--- src/rtl/tlb_inv_seq_pkg.sv ---
// tlb_inv_seq_pkg
//   Shared constants and types for the INVTLB sequencer:
//   - INVTLB op codes (0..6 are defined; anything larger is illegal)
//   - sequencer state encodings
//   - page-size code of a 4 MB page
//   - the latched request record
package tlb_inv_seq_pkg;

  localparam logic [4:0] INV_ALL0       = 5'd0;
  localparam logic [4:0] INV_ALL1       = 5'd1;
  localparam logic [4:0] INV_G          = 5'd2;
  localparam logic [4:0] INV_NG         = 5'd3;
  localparam logic [4:0] INV_NG_ASID    = 5'd4;
  localparam logic [4:0] INV_NG_ASID_VA = 5'd5;
  localparam logic [4:0] INV_GA_VA      = 5'd6;

  localparam logic [1:0] TIS_IDLE = 2'd0;
  localparam logic [1:0] TIS_WALK = 2'd1;
  localparam logic [1:0] TIS_DONE = 2'd2;

  localparam logic [5:0] PS_4M = 6'd21;

  typedef struct packed {
    logic [4:0]  op;
    logic [9:0]  asid;
    logic [18:0] vppn;
  } inv_req_t;

  // Ops above INV_GA_VA complete immediately with an error flag.
  function automatic logic op_illegal(input logic [4:0] op);
    return op > INV_GA_VA;
  endfunction

endpackage

--- src/rtl/tlb_inv_match.sv ---
// tlb_inv_match
//   Combinational INVTLB match rule for one TLB entry.
//   Ports:
//     op, asid, vppn        : latched INVTLB request fields
//     e_vppn, e_ps, e_asid,
//     e_g                   : fields of the entry being examined
//     match                 : entry is selected by this op (E is not considered here)
module tlb_inv_match
  import tlb_inv_seq_pkg::*;
(
  input  logic [4:0]  op,
  input  logic [9:0]  asid,
  input  logic [18:0] vppn,
  input  logic [18:0] e_vppn,
  input  logic [5:0]  e_ps,
  input  logic [9:0]  e_asid,
  input  logic        e_g,
  output logic        match
);

  logic asid_m;
  logic vppn_m;

  assign asid_m = (e_asid == asid);

  // A 4 MB page only decodes the upper ten vppn bits; the rest are page offset.
  assign vppn_m = (e_ps == PS_4M) ? (e_vppn[18:9] == vppn[18:9])
                                  : (e_vppn == vppn);

  always_comb begin
    match = 1'b0;
    case (op)
      INV_ALL0, INV_ALL1: match = 1'b1;
      INV_G:              match = e_g;
      INV_NG:             match = ~e_g;
      INV_NG_ASID:        match = ~e_g & asid_m;
      INV_NG_ASID_VA:     match = ~e_g & asid_m & vppn_m;
      INV_GA_VA:          match = (e_g | asid_m) & vppn_m;
      default:            match = 1'b0;
    endcase
  end

endmodule

--- src/rtl/tlb_inv_seq.sv ---
// tlb_inv_seq
//   Multi-cycle INVTLB sequencer. Walks every TLB entry through the shared
//   read port and clears E on each valid entry that matches the request.
//   Ports:
//     clk, resetn               : clock, synchronous active-low reset
//     req_valid/req_ready       : request handshake from write-back
//     req_op/req_asid/req_vppn  : INVTLB op, rj[9:0], rk[31:13]
//     busy                      : write-back must stall while high
//     done, err                 : one-cycle completion pulse, err for op>6
//     port_hold                 : write-back owns the TLB ports this cycle
//     r_index, r_e..r_g         : shared TLB read port (index out, fields in)
//     inv_we, inv_index         : clear-E write strobe and target entry
module tlb_inv_seq
  import tlb_inv_seq_pkg::*;
#(
  parameter int TLBNUM = 16,
  parameter int IDX_W  = 4
) (
  input  logic             clk,
  input  logic             resetn,
  input  logic             req_valid,
  output logic             req_ready,
  input  logic [4:0]       req_op,
  input  logic [9:0]       req_asid,
  input  logic [18:0]      req_vppn,
  output logic             busy,
  output logic             done,
  output logic             err,
  input  logic             port_hold,
  output logic [IDX_W-1:0] r_index,
  input  logic             r_e,
  input  logic [18:0]      r_vppn,
  input  logic [5:0]       r_ps,
  input  logic [9:0]       r_asid,
  input  logic             r_g,
  output logic             inv_we,
  output logic [IDX_W-1:0] inv_index
);

  // Termination is an explicit compare so the walk never relies on wrap.
  localparam logic [IDX_W-1:0] LAST_IDX = IDX_W'(TLBNUM - 1);

  logic [1:0]       state_reg, state_next;
  logic [IDX_W-1:0] idx_reg, idx_next;
  inv_req_t         req_reg, req_next;
  logic             err_reg, err_next;
  logic             accept;
  logic             match;
  logic             eval;

  assign accept = req_valid & (state_reg == TIS_IDLE);

  always_comb begin
    state_next = state_reg;
    idx_next   = idx_reg;
    req_next   = req_reg;
    err_next   = err_reg;
    case (state_reg)
      TIS_IDLE: begin
        if (accept) begin
          req_next = '{op: req_op, asid: req_asid, vppn: req_vppn};
          idx_next = '0;
          if (op_illegal(req_op)) begin
            state_next = TIS_DONE;
            err_next   = 1'b1;
          end else begin
            state_next = TIS_WALK;
          end
        end
      end
      TIS_WALK: begin
        // A hold cycle freezes the walk: the port result belongs to write-back.
        if (!port_hold) begin
          if (idx_reg == LAST_IDX) begin
            state_next = TIS_DONE;
            idx_next   = '0;
          end else begin
            idx_next = idx_reg + IDX_W'(1);
          end
        end
      end
      TIS_DONE: begin
        state_next = TIS_IDLE;
        err_next   = 1'b0;
      end
      default: begin
        state_next = TIS_IDLE;
        err_next   = 1'b0;
      end
    endcase
  end

  always_ff @(posedge clk) begin
    if (!resetn) begin
      state_reg <= TIS_IDLE;
      idx_reg   <= '0;
      req_reg   <= '0;
      err_reg   <= 1'b0;
    end else begin
      state_reg <= state_next;
      idx_reg   <= idx_next;
      req_reg   <= req_next;
      err_reg   <= err_next;
    end
  end

  tlb_inv_match u_match (
    .op     (req_reg.op),
    .asid   (req_reg.asid),
    .vppn   (req_reg.vppn),
    .e_vppn (r_vppn),
    .e_ps   (r_ps),
    .e_asid (r_asid),
    .e_g    (r_g),
    .match  (match)
  );

  assign eval      = (state_reg == TIS_WALK) & ~port_hold;
  assign r_index   = idx_reg;
  assign inv_index = idx_reg;

  // Gating the strobes with resetn makes a mid-walk reset abort in the same
  // cycle: the entry under evaluation is left untouched.
  assign inv_we    = resetn & eval & r_e & match;
  assign done      = resetn & (state_reg == TIS_DONE);
  assign err       = done & err_reg;
  assign req_ready = (state_reg == TIS_IDLE);
  assign busy      = (state_reg != TIS_IDLE) | req_valid;

endmodule

--- config.mk ---
export PLATFORM = sky130hd
export DESIGN_NAME = tlb_inv_seq
export DESIGN_NICKNAME = d
export VERILOG_FILES = /design/src/rtl/tlb_inv_seq_pkg.sv /design/src/rtl/tlb_inv_match.sv /design/src/rtl/tlb_inv_seq.sv
export SDC_FILE = /design/constraint.sdc
export NUM_CORES = 1
export LEC_CHECK = 0
export CAP_MARGIN = 20
export CORE_MARGIN = 2
export CORE_UTILIZATION = 62
export CTS_CLUSTER_DIAMETER = 60
export CTS_CLUSTER_SIZE = 20
export DETAILED_ROUTE_END_ITERATION = 7
export DONT_BUFFER_PORTS = 1
export GPL_TIMING_DRIVEN = 0
export PLACE_DENSITY = 0.77
export SYNTH_ARGS = -nofsm -noshare
export SYNTH_HDL_FRONTEND = slang
export SYNTH_SLANG_ARGS = --single-unit
--- constraint.sdc ---
create_clock -name clk -period 2.34 [get_ports clk]
set_input_delay 0.234 -clock clk [delete_from_list [all_inputs] [get_ports clk]]
set_output_delay 0.234 -clock clk [all_outputs]
set_load 0.02 [all_outputs]
## Word-level counts from Yosys, hierarchy flattened

Cells that the tools add are included.

| storage, ports and cells | value |
|---|---|
| flip-flop bits (word level) | 41 |
| latch bits | 0 |
| RAM bits | 0 |
| ROM bits | 0 |
| output and inout port bits | 13 |
| word-level logic and storage cells | 63 |
| memories kept | 0 |

| cells by class | value |
|---|---|
| add/sub/neg operators | 1 |
| multiply operators | 0 |
| div/mod/pow operators | 0 |
| $lt $le $gt $ge | 1 |
| equality and inequality tests | 17 |
| shifts and indexed selects | 0 |
| multiplexer cells | 14 |
| bitwise gates (word level) | 15 |
| reduce and logical (&&, ||, !) cells | 9 |

Operators with widths:

| kind | count |
|---|---|
| $eq A10 B10 Y1 | 2 |
| $eq A19 B19 Y1 | 1 |
| $eq A5 B3 Y1 const B | 3 |
| $mux W4 | 3 |
| $and A1 B1 Y1 | 10 |
| $eq A5 B2 Y1 const B | 2 |
| $reduce_and A3 Y1 | 3 |
| $mux W2 | 4 |
| $pmux W4 S2 | 1 |
| $eq A6 B5 Y1 const B | 1 |
| $pmux W1 S6 | 1 |
| $eq A5 B1 Y1 const B | 1 |
| $gt A5 B3 Y1 const B | 1 |
| $logic_not A5 Y1 | 1 |
| $add A4 B1 Y4 const B | 1 |
| $eq A4 B4 Y1 const B | 1 |
| $ne A2 B1 Y1 const B | 2 |
| $ne A2 B2 Y1 const B | 2 |
| $pmux W2 S2 | 1 |
| $reduce_bool A2 Y1 | 2 |
| $mux W1 | 3 |
| $not A1 Y1 | 3 |
| $eq A2 B1 Y1 const B | 1 |
| $eq A2 B2 Y1 const B | 1 |
| 5 further kinds | 6 |

## Depth between registers and ports, before layout

Gate-level depths: netlist of the first run.

| depth | value |
|---|---|
| word-level depth | 5 |
| mapped depth | 7 |
| mapped depth without buffers | 5 |

## By module

From an unflattened synthesis of the first run, not the netlist that was laid out.

| second synthesis, totals | value |
|---|---|
| cell total of the unflattened synthesis | 257 |
| area total of the unflattened synthesis | 2299.7 sq um |

By module, submodules not included:

| module | times used | cells each | area an instance (sq um) |
|---|---|---|---|
| tlb_inv_seq | 1 | 205 | 1890.6 |
| tlb_inv_match | 1 | 52 | 409.1 |

## Least setup slack after synthesis of the first run

No wires, ideal clock.

| timing path | value |
|---|---|
| path kind | flip-flop to output port |
| start | register req_reg[26] (netlist bit) |
| end | output inv_we |
| data arrival time | 1.839 ns |
| required time | 2.106 ns |
| slack | 0.267 ns |
| stages on the path, launching flop included | 6 |
| path buffers | 0 |
| cell sequence | dfxtp_1 -> xor2_1 -> or4_4 -> nor3_2 -> nor3_1 -> a2111oi_2 |

| on the way | value |
|---|---|
| word-level cells in the longest chain between the ends | 5 |
| elaborated cells on any way between the ends | 7 |

RTL lines:

| item | line | RTL |
|---|---|---|
| from (decl) | tlb_inv_seq.sv:45 | `inv_req_t req_reg, req_next;` |
| from (signal assigned) | tlb_inv_seq.sv:102 | `req_reg <= req_next;` |
| $eq A10 B10 Y1 (*) | tlb_inv_match.sv:24 | `assign asid_m = (e_asid == asid);` |
| $or A1 B1 Y1 / $and A1 B1 Y1 (equally long branches) | tlb_inv_match.sv:38, tlb_inv_match.sv:36, tlb_inv_match.sv:37 |  |
| $and A1 B1 Y1, on equally long branches | tlb_inv_match.sv:38, tlb_inv_match.sv:37 |  |
| $pmux W1 S6 (*) | tlb_inv_match.sv:32 | `case (op)` |
| $and A1 B1 Y1 (*) | tlb_inv_seq.sv:124 | `assign inv_we = resetn & eval & r_e & match;` |
| to (decl) | tlb_inv_seq.sv:36 | `output logic inv_we,` |

Mark *: on every way between the ends. The rest lies on a longest branch, timed or not.

## Worst setup path in the final report of the first run

Ends and elaborated chain as after synthesis.

==> run metrics, run 1 <==
Sequential Power Share 56.2%; HP Start req_vppn[1]; Hold EP req_reg[1]; Syn. warnings 0; critical path's top delay family simple AND/OR/NAND/NOR gates; most common cell after layout, fill and taps aside nand2_1; Clock Latency Late Sink about 0.34 ns; #FFs+latches synth between 40 and 50; leakage 0.9138 nW; Die Ht 61.99 microns; mean post-synth cell area 8.207 sq um; internal power ~1 mW; Main synth FF type dfxtp_1; worst clock skew 0.001973 ns; Post-Synth XOR/XNOR Area 13.03%; count of input and output buffers 0; worst path arrival time 2.05 ns; RSZ-0062 raised after global routing true; synthesized area 0.002084 sq mm; required time worst endpoint 2.11 ns; TritonCTS Sinks 41; num rows 21; Levels on crit path 5; CTS root buffer clkbuf_4; Max-cap violations 0; Routability Congestion 0.7138; fin crit share 97.80%; reg-to-reg endpoint req_reg[9]; Die ar. 0.003842 sq mm; Synth Area in Simple Gates approximately a quarter; Sequential Area 824.5 sq um; EDFF count, synth 0; residual DRC count 0; syn_nets 330; drt wl/cell 13.86 microns; area occupied by multi-input gates 0.001207 sq mm; fill count 270; final net count 360; Compound-Gate Fraction of Synth Area 17.11%; core area 0.003284 sq mm; worst-path fanout max 2; first-pass GRT wire length 6768 microns; Iter 0 DRT Violations 83; share of post-route cells with drive strength above 1 7.042%; Worst slew margin approximately three fifths; main combinational cell family by area after synthesis simple AND/OR/NAND/NOR gates; clock network fraction of total power 25.6%; Worst Hold Class primary input to register; cell count after synthesis 254; worst slew pin tran 0.6125 ns; f_max 0.4369 GHz; total track usage approximately a quarter; placed cell count 300; largest cells by area after synthesis dfxtp_1, nand2_1, a21boi_1; reg-to-reg critical path startpoint state_reg[1]; initial antenna violation count 0; wirelength, routed 4575 microns; CTS tree done; Vias 1765; Via density 5.348; clock buffer depth 2; most frequent cells in the layout nand2_1, dfxtp_1, a21boi_1, xnor2_1, dlygate4sd3_1; CTS Buf Count 5; GR Overflow Total 0; hold depth 2; PD cells 562.1 mW/mm^2; number of global-route vias before repair about 1600; Routed Antenna Nets 0; switching part of the total a little over a quarter; crit path time final 2.289 ns; Seq/Total Area, Yosys 39.38%; adder-cell share of the synthesized area 0.6002%; Critical Path Max Stage Delay 0.52 ns; post-route cell area between 0.002 and 0.0025 sq mm; Final Hold Fails 0; VDD IR max 0.0003817 V; NetSw 370.2 uW; Post-Layout Cell Count 330; mux contribution to synthesized area 0%; Die X 61.99 microns; Setup crit end kind output pin; count of pins over their slew limit 0; CP Cell Sequence xor2_1, or4_4, nor3_4, a21oi_2, a2111oi_4; H-tree depth 2; outcome finished, final reports clean; IO Count 88; 1st-pass router iterations 4; max reg flops 34; unique cell type count in the Yosys netlist 35; Critical Path Start Type register; # diodes 0; part of the power in combinational logic 18.2%; CP max-delay cell or4_4; Final Setup Violations 0; largest net degree at the start of global routing 12; Post-synth ARST share 0%; Fin Setup TNS 0 ns; Initial Util 63.47%; Worst-path clk slew approximately 0.11 ns; cell taking the most area after synthesis dfxtp_1; dpl hpwl 3212 microns; Area Growth Syn to Fin 17.71%; critical path class register to output pin; r2r setup slk 0.30 ns; post-synth top area share 39.38%; WP buf/inv 0; placed cell area 0.002142 sq mm; r2r worst-path depth 7
through the flow:
step	setup slack, ns	hold slack (ns)	power, mW	util, %
after global routing	-0.04589	0.0005762	1.463	74.70
after global placement	0.1718	0.3696	1.000	65.22
after detailed placement	0.1688	0.3766	1.006	65.22
after floorplan	0.2670	0.3688	0.9638	-
after CTS	0.01870	0.0001368	1.390	73.68
final	0.05137	0.009412	1.379	74.70
how the worst max path moves through the flow:
stage                 from  endpoint
2_1_floorplan  req_reg[26]    inv_we
3_3_place_gp   req_reg[26]    inv_we
3_5_place_dp   req_reg[26]    inv_we
4_1_cts        req_reg[30]    inv_we
5_1_grt        req_reg[26]    inv_we
6_report       req_reg[26]    inv_we
worst register-to-register path, stage by stage, from the launching register on:
cell and delay, ns:
dfxtp_1 0.31, clkbuf_1 0.20, nor2_1 0.47, and2_1 0.21, clkbuf_1 0.27, buf_2 0.28, nand2_1 0.08, a21boi_1 0.14
routing by layer:
layer | global-route usage (%) | wire length (microns) | share of wire (%) | vias up
li1 | - | - | - | 907
met1 | 27.35 | 1956 | 43 | 791
met2 | 42.86 | 2247 | 49 | 61
met3 | 7.660 | 312 | 6.8 | 6
met4 | 8.511 | 58 | 1.3 | 0
met5 | 0 | 0 | 0 | -
area by class of cell:
type	instances	area share [%]
tap	46	2.346
clock buffer	7	2.244
sequential	41	33.61
buffer	16	3.213
multi-input combinational	197	49.21
timing repair buffer	23	9.383
logic make-up (layout without fill, tap and decap cells):
| logic type | count (synthesis) | in the layout |
|---|---|---|
| simple gates | 116 | 116 |
| compound gates | 49 | 49 |
| flops | 41 | 41 |
| xor+xnor | 31 | 31 |
| buf+inv | 16 | 46 |
| fa+ha+maj | 1 | 1 |
timing repair:
action | CTS | global route
pin swaps | 2 | 0
hold endpoints to repair | 20 | 3
hold buffers | 20 | 3
endpoints found under the setup margin | 1 | 1
buffers inserted | 0 | 0
gates resized for setup | 3 | 4
cells in the mapped netlist (2+ instances only):
cell      count
xnor2_1      25
buf_4         4
nand3_1       5
nor3b_1       2
xor2_1        6
nor2b_1       4
a31oi_1       2
and2_1        3
nor3_1        2
a21oi_1       5
nand4_1       7
nor2_1        9
nand2_1      71
a21boi_1     35
dfxtp_1      41
nand2b_1      3
buf_2         3
clkbuf_1      9
nor4bb_1      2
power groups by stage:
stage | logic, mW | clock network (mW) | registers, mW
after floorplan | 0.180 | 0 | 0.783
after detailed placement | 0.216 | 0 | 0.790
final | 0.252 | 0.353 | 0.775
after global placement | 0.212 | 0 | 0.788
after global routing | 0.285 | 0.396 | 0.782
after CTS | 0.247 | 0.368 | 0.774
(Power assumes the default switching activity.)
==> inputs of run 2 (changes only) <==
--- a/config.mk
+++ b/config.mk
@@ -9,11 +9,12 @@
 export CORE_MARGIN = 2
 export CORE_UTILIZATION = 62
 export CTS_CLUSTER_DIAMETER = 60
-export CTS_CLUSTER_SIZE = 20
+export CTS_CLUSTER_SIZE = 30
 export DETAILED_ROUTE_END_ITERATION = 7
 export DONT_BUFFER_PORTS = 1
 export GPL_TIMING_DRIVEN = 0
 export PLACE_DENSITY = 0.77
+export SKIP_CTS_REPAIR_TIMING = 1
 export SYNTH_ARGS = -nofsm -noshare
 export SYNTH_HDL_FRONTEND = slang
 export SYNTH_SLANG_ARGS = --single-unit
==> run 2 against run 1 <==
  * The flow now finishes with violations (setup timing)
  * Total power fell by 0.75%
  * Fmax fell by 3.3%
  * Largest cell class unchanged
  * Highest routed layer unchanged
  * Critical path type unchanged
  * Routed wire length fell by 3.2%
  * Cell area fell by 3.8%
==> run metrics, run 2 (synthesis gave the netlist of run 1 again) <==
part of the power in combinational logic 17.5% (-0.7 points); most common cell after layout, fill and taps aside nand2_1; WP buf/inv 0 (unchanged); Via density 5.324 (-0.46%); NetSw 370.1 uW (about the same); crit path time final 2.366 ns (+0.07718 ns); Post-Layout Cell Count 321 (-2.7%); CP Cell Sequence xor2_1, or4_4, nor3_4, a21oi_2, a2111oi_4; Hold Slack 0.004517 ns (-0.004895 ns); Fin Setup TNS -0.02581 ns (-0.02581 ns); outcome finished with violations; required time worst endpoint 2.11 ns (about the same); Routability Congestion 0.7138 (unchanged); failing checks setup timing; clock buffer depth 2 (unchanged); share of post-route cells with drive strength above 1 6.545% (-0.50 points); num rows 21 (unchanged); drt wl/cell 13.79 microns (-0.50%); f_max 0.4227 GHz (-3.3%); CP max-delay cell a2111oi_4; count of pins over their slew limit 0 (unchanged); Worst-path clk slew 0.11 ns (about the same); worst-path fanout max 2 (unchanged); final net count 351 (-2.5%); Critical Path Max Stage Delay 0.54 ns (+0.02 ns); worst path arrival time 2.13 ns (+0.08 ns); Layout Utilization 71.89% (-2.8 points); count of input and output buffers 0 (unchanged); Iter 0 DRT Violations 89 (+7.2%); Area Growth Syn to Fin 13.27%; switching part of the total 27.03% (+0.19 points); H-tree depth 2 (unchanged); Final Hold Fails 0 (unchanged); clock network fraction of total power 26.0% (+0.4 points); CTS root buffer clkbuf_4; dpl hpwl 3212 microns (unchanged); first-pass GRT wire length 6272 microns (-7.3%); Tot Pwr 1.369 mW (-0.75%); most frequent cells in the layout nand2_1, dfxtp_1, a21boi_1, xnor2_1, dlygate4sd3_1; CTS tree done; Vias 1709 (-3.2%); Final Setup Violations 1 (+1); Clock Latency Late Sink 0.34 ns (about the same); wirelength, routed 4428 microns (-3.2%); placed cell count 300 (unchanged); TritonCTS Sinks 41 (unchanged); # diodes 0 (unchanged); worst slew pin tran 0.6394 ns (+0.02693 ns); fill count 283 (+4.8%); total track usage 22.60% (-1.7 points); Worst Hold Class primary input to register; critical path class register to output pin; residual DRC count 0 (unchanged); core area 0.003284 sq mm (unchanged); max reg flops 34 (unchanged); fin crit share 101.1% (+3.3 points); Routed Antenna Nets 0 (unchanged); PD cells 579.8 mW/mm^2 (+3.1%); Worst slew margin 57.11% (-1.8 points); RSZ-0062 raised after global routing true; number of global-route vias before repair 1517 (-7.4%); setup ws final -0.02581 ns (-0.07718 ns); Die ar. 0.003842 sq mm (unchanged); Critical Path Start Type register; largest net degree at the start of global routing 12 (unchanged); Die X 61.99 microns (unchanged); Initial Util 63.47% (unchanged); VDD IR max 0.0003850 V (+0.87%); leakage 0.8754 nW (-4.2%); CTS Buf Count 5 (unchanged); IO Count 88 (unchanged); 1st-pass router iterations 4 (unchanged); Sequential Power Share 56.6% (+0.4 points); initial antenna violation count 0 (unchanged); Die Ht 61.99 microns (unchanged); internal power 998.9 uW (-1.0%); worst clock skew 0.006862 ns (+0.004889 ns); critical path's top delay family simple AND/OR/NAND/NOR gates; Max-cap violations 0 (unchanged); Setup crit end kind output pin; GR Overflow Total 0 (unchanged)
-- run 2: changes by cell type in the layout (fill, tap and decap cells not counted), sizes merged --
cell | previous run | this run
dlygate4sd3 | 23 | 14
-- run 2: worst reg2reg max path, delay by kind of cell, from the launching register on --
kind	cells	cell delay, ns
AND/OR/NAND/NOR	3	0.76
buffers and inverters	3	0.75
flip-flops	1	0.32
AO/OA/AOI/OAI	1	0.12
-- run 2: through the flow --
| step | setup WS, ns | cell area, sq um |
|---|---|---|
| global route | -0.1069 | 2361 |
| finish | -0.02581 | 2361 |
| floorplan | 0.2670 | 2085 |
| global placement | 0.1718 | 2142 |
| detailed placement | 0.1688 | 2142 |
| CTS | -0.2271 | 2197 |
-- run 2: per-layer routing --
| layer | share of wire, % | global-route usage, % | vias to the layer above |
|---|---|---|---|
| li1 | - | - | 886 |
| met1 | 43 | 25.71 | 761 |
| met2 | 48 | 38.99 | 57 |
| met3 | 7.6 | 8.489 | 5 |
| met4 | 0.77 | 7.295 | 0 |
| met5 | 0 | 0 | - |
-- run 2: cell type report --
class / count / area [sq um] / share of cell area, %
Multi-Input combinational cell: 197 / 1207 / 51.14
Clock buffer: 7 / 55.05 / 2.332
Sequential cell: 41 / 822.0 / 34.82
Tap cell: 46 / 57.56 / 2.438
Buffer: 16 / 78.83 / 3.339
Timing Repair Buffer: 14 / 140.1 / 5.935
-- run 2: final timing paths --
check                             startpoint     endpoint  slack, ns  cells past startpoint
worst min register to register   req_reg[32]  req_reg[32]       0.46                      2
worst min-delay path             req_asid[8]  req_reg[27]      0.005                      2
worst max register to register  state_reg[1]  req_reg[24]       0.33                      7
worst max-delay path             req_reg[26]       inv_we      -0.03                      5
-- run 2: power groups by stage --
stage          clock, mW  sequential (mW)  combinational, mW
6_report           0.356            0.774              0.239
5_1_grt            0.403            0.781              0.272
4_1_cts            0.368            0.774              0.217
3_5_place_dp           0            0.790              0.216
3_3_place_gp           0            0.788              0.212
2_1_floorplan          0            0.783              0.180
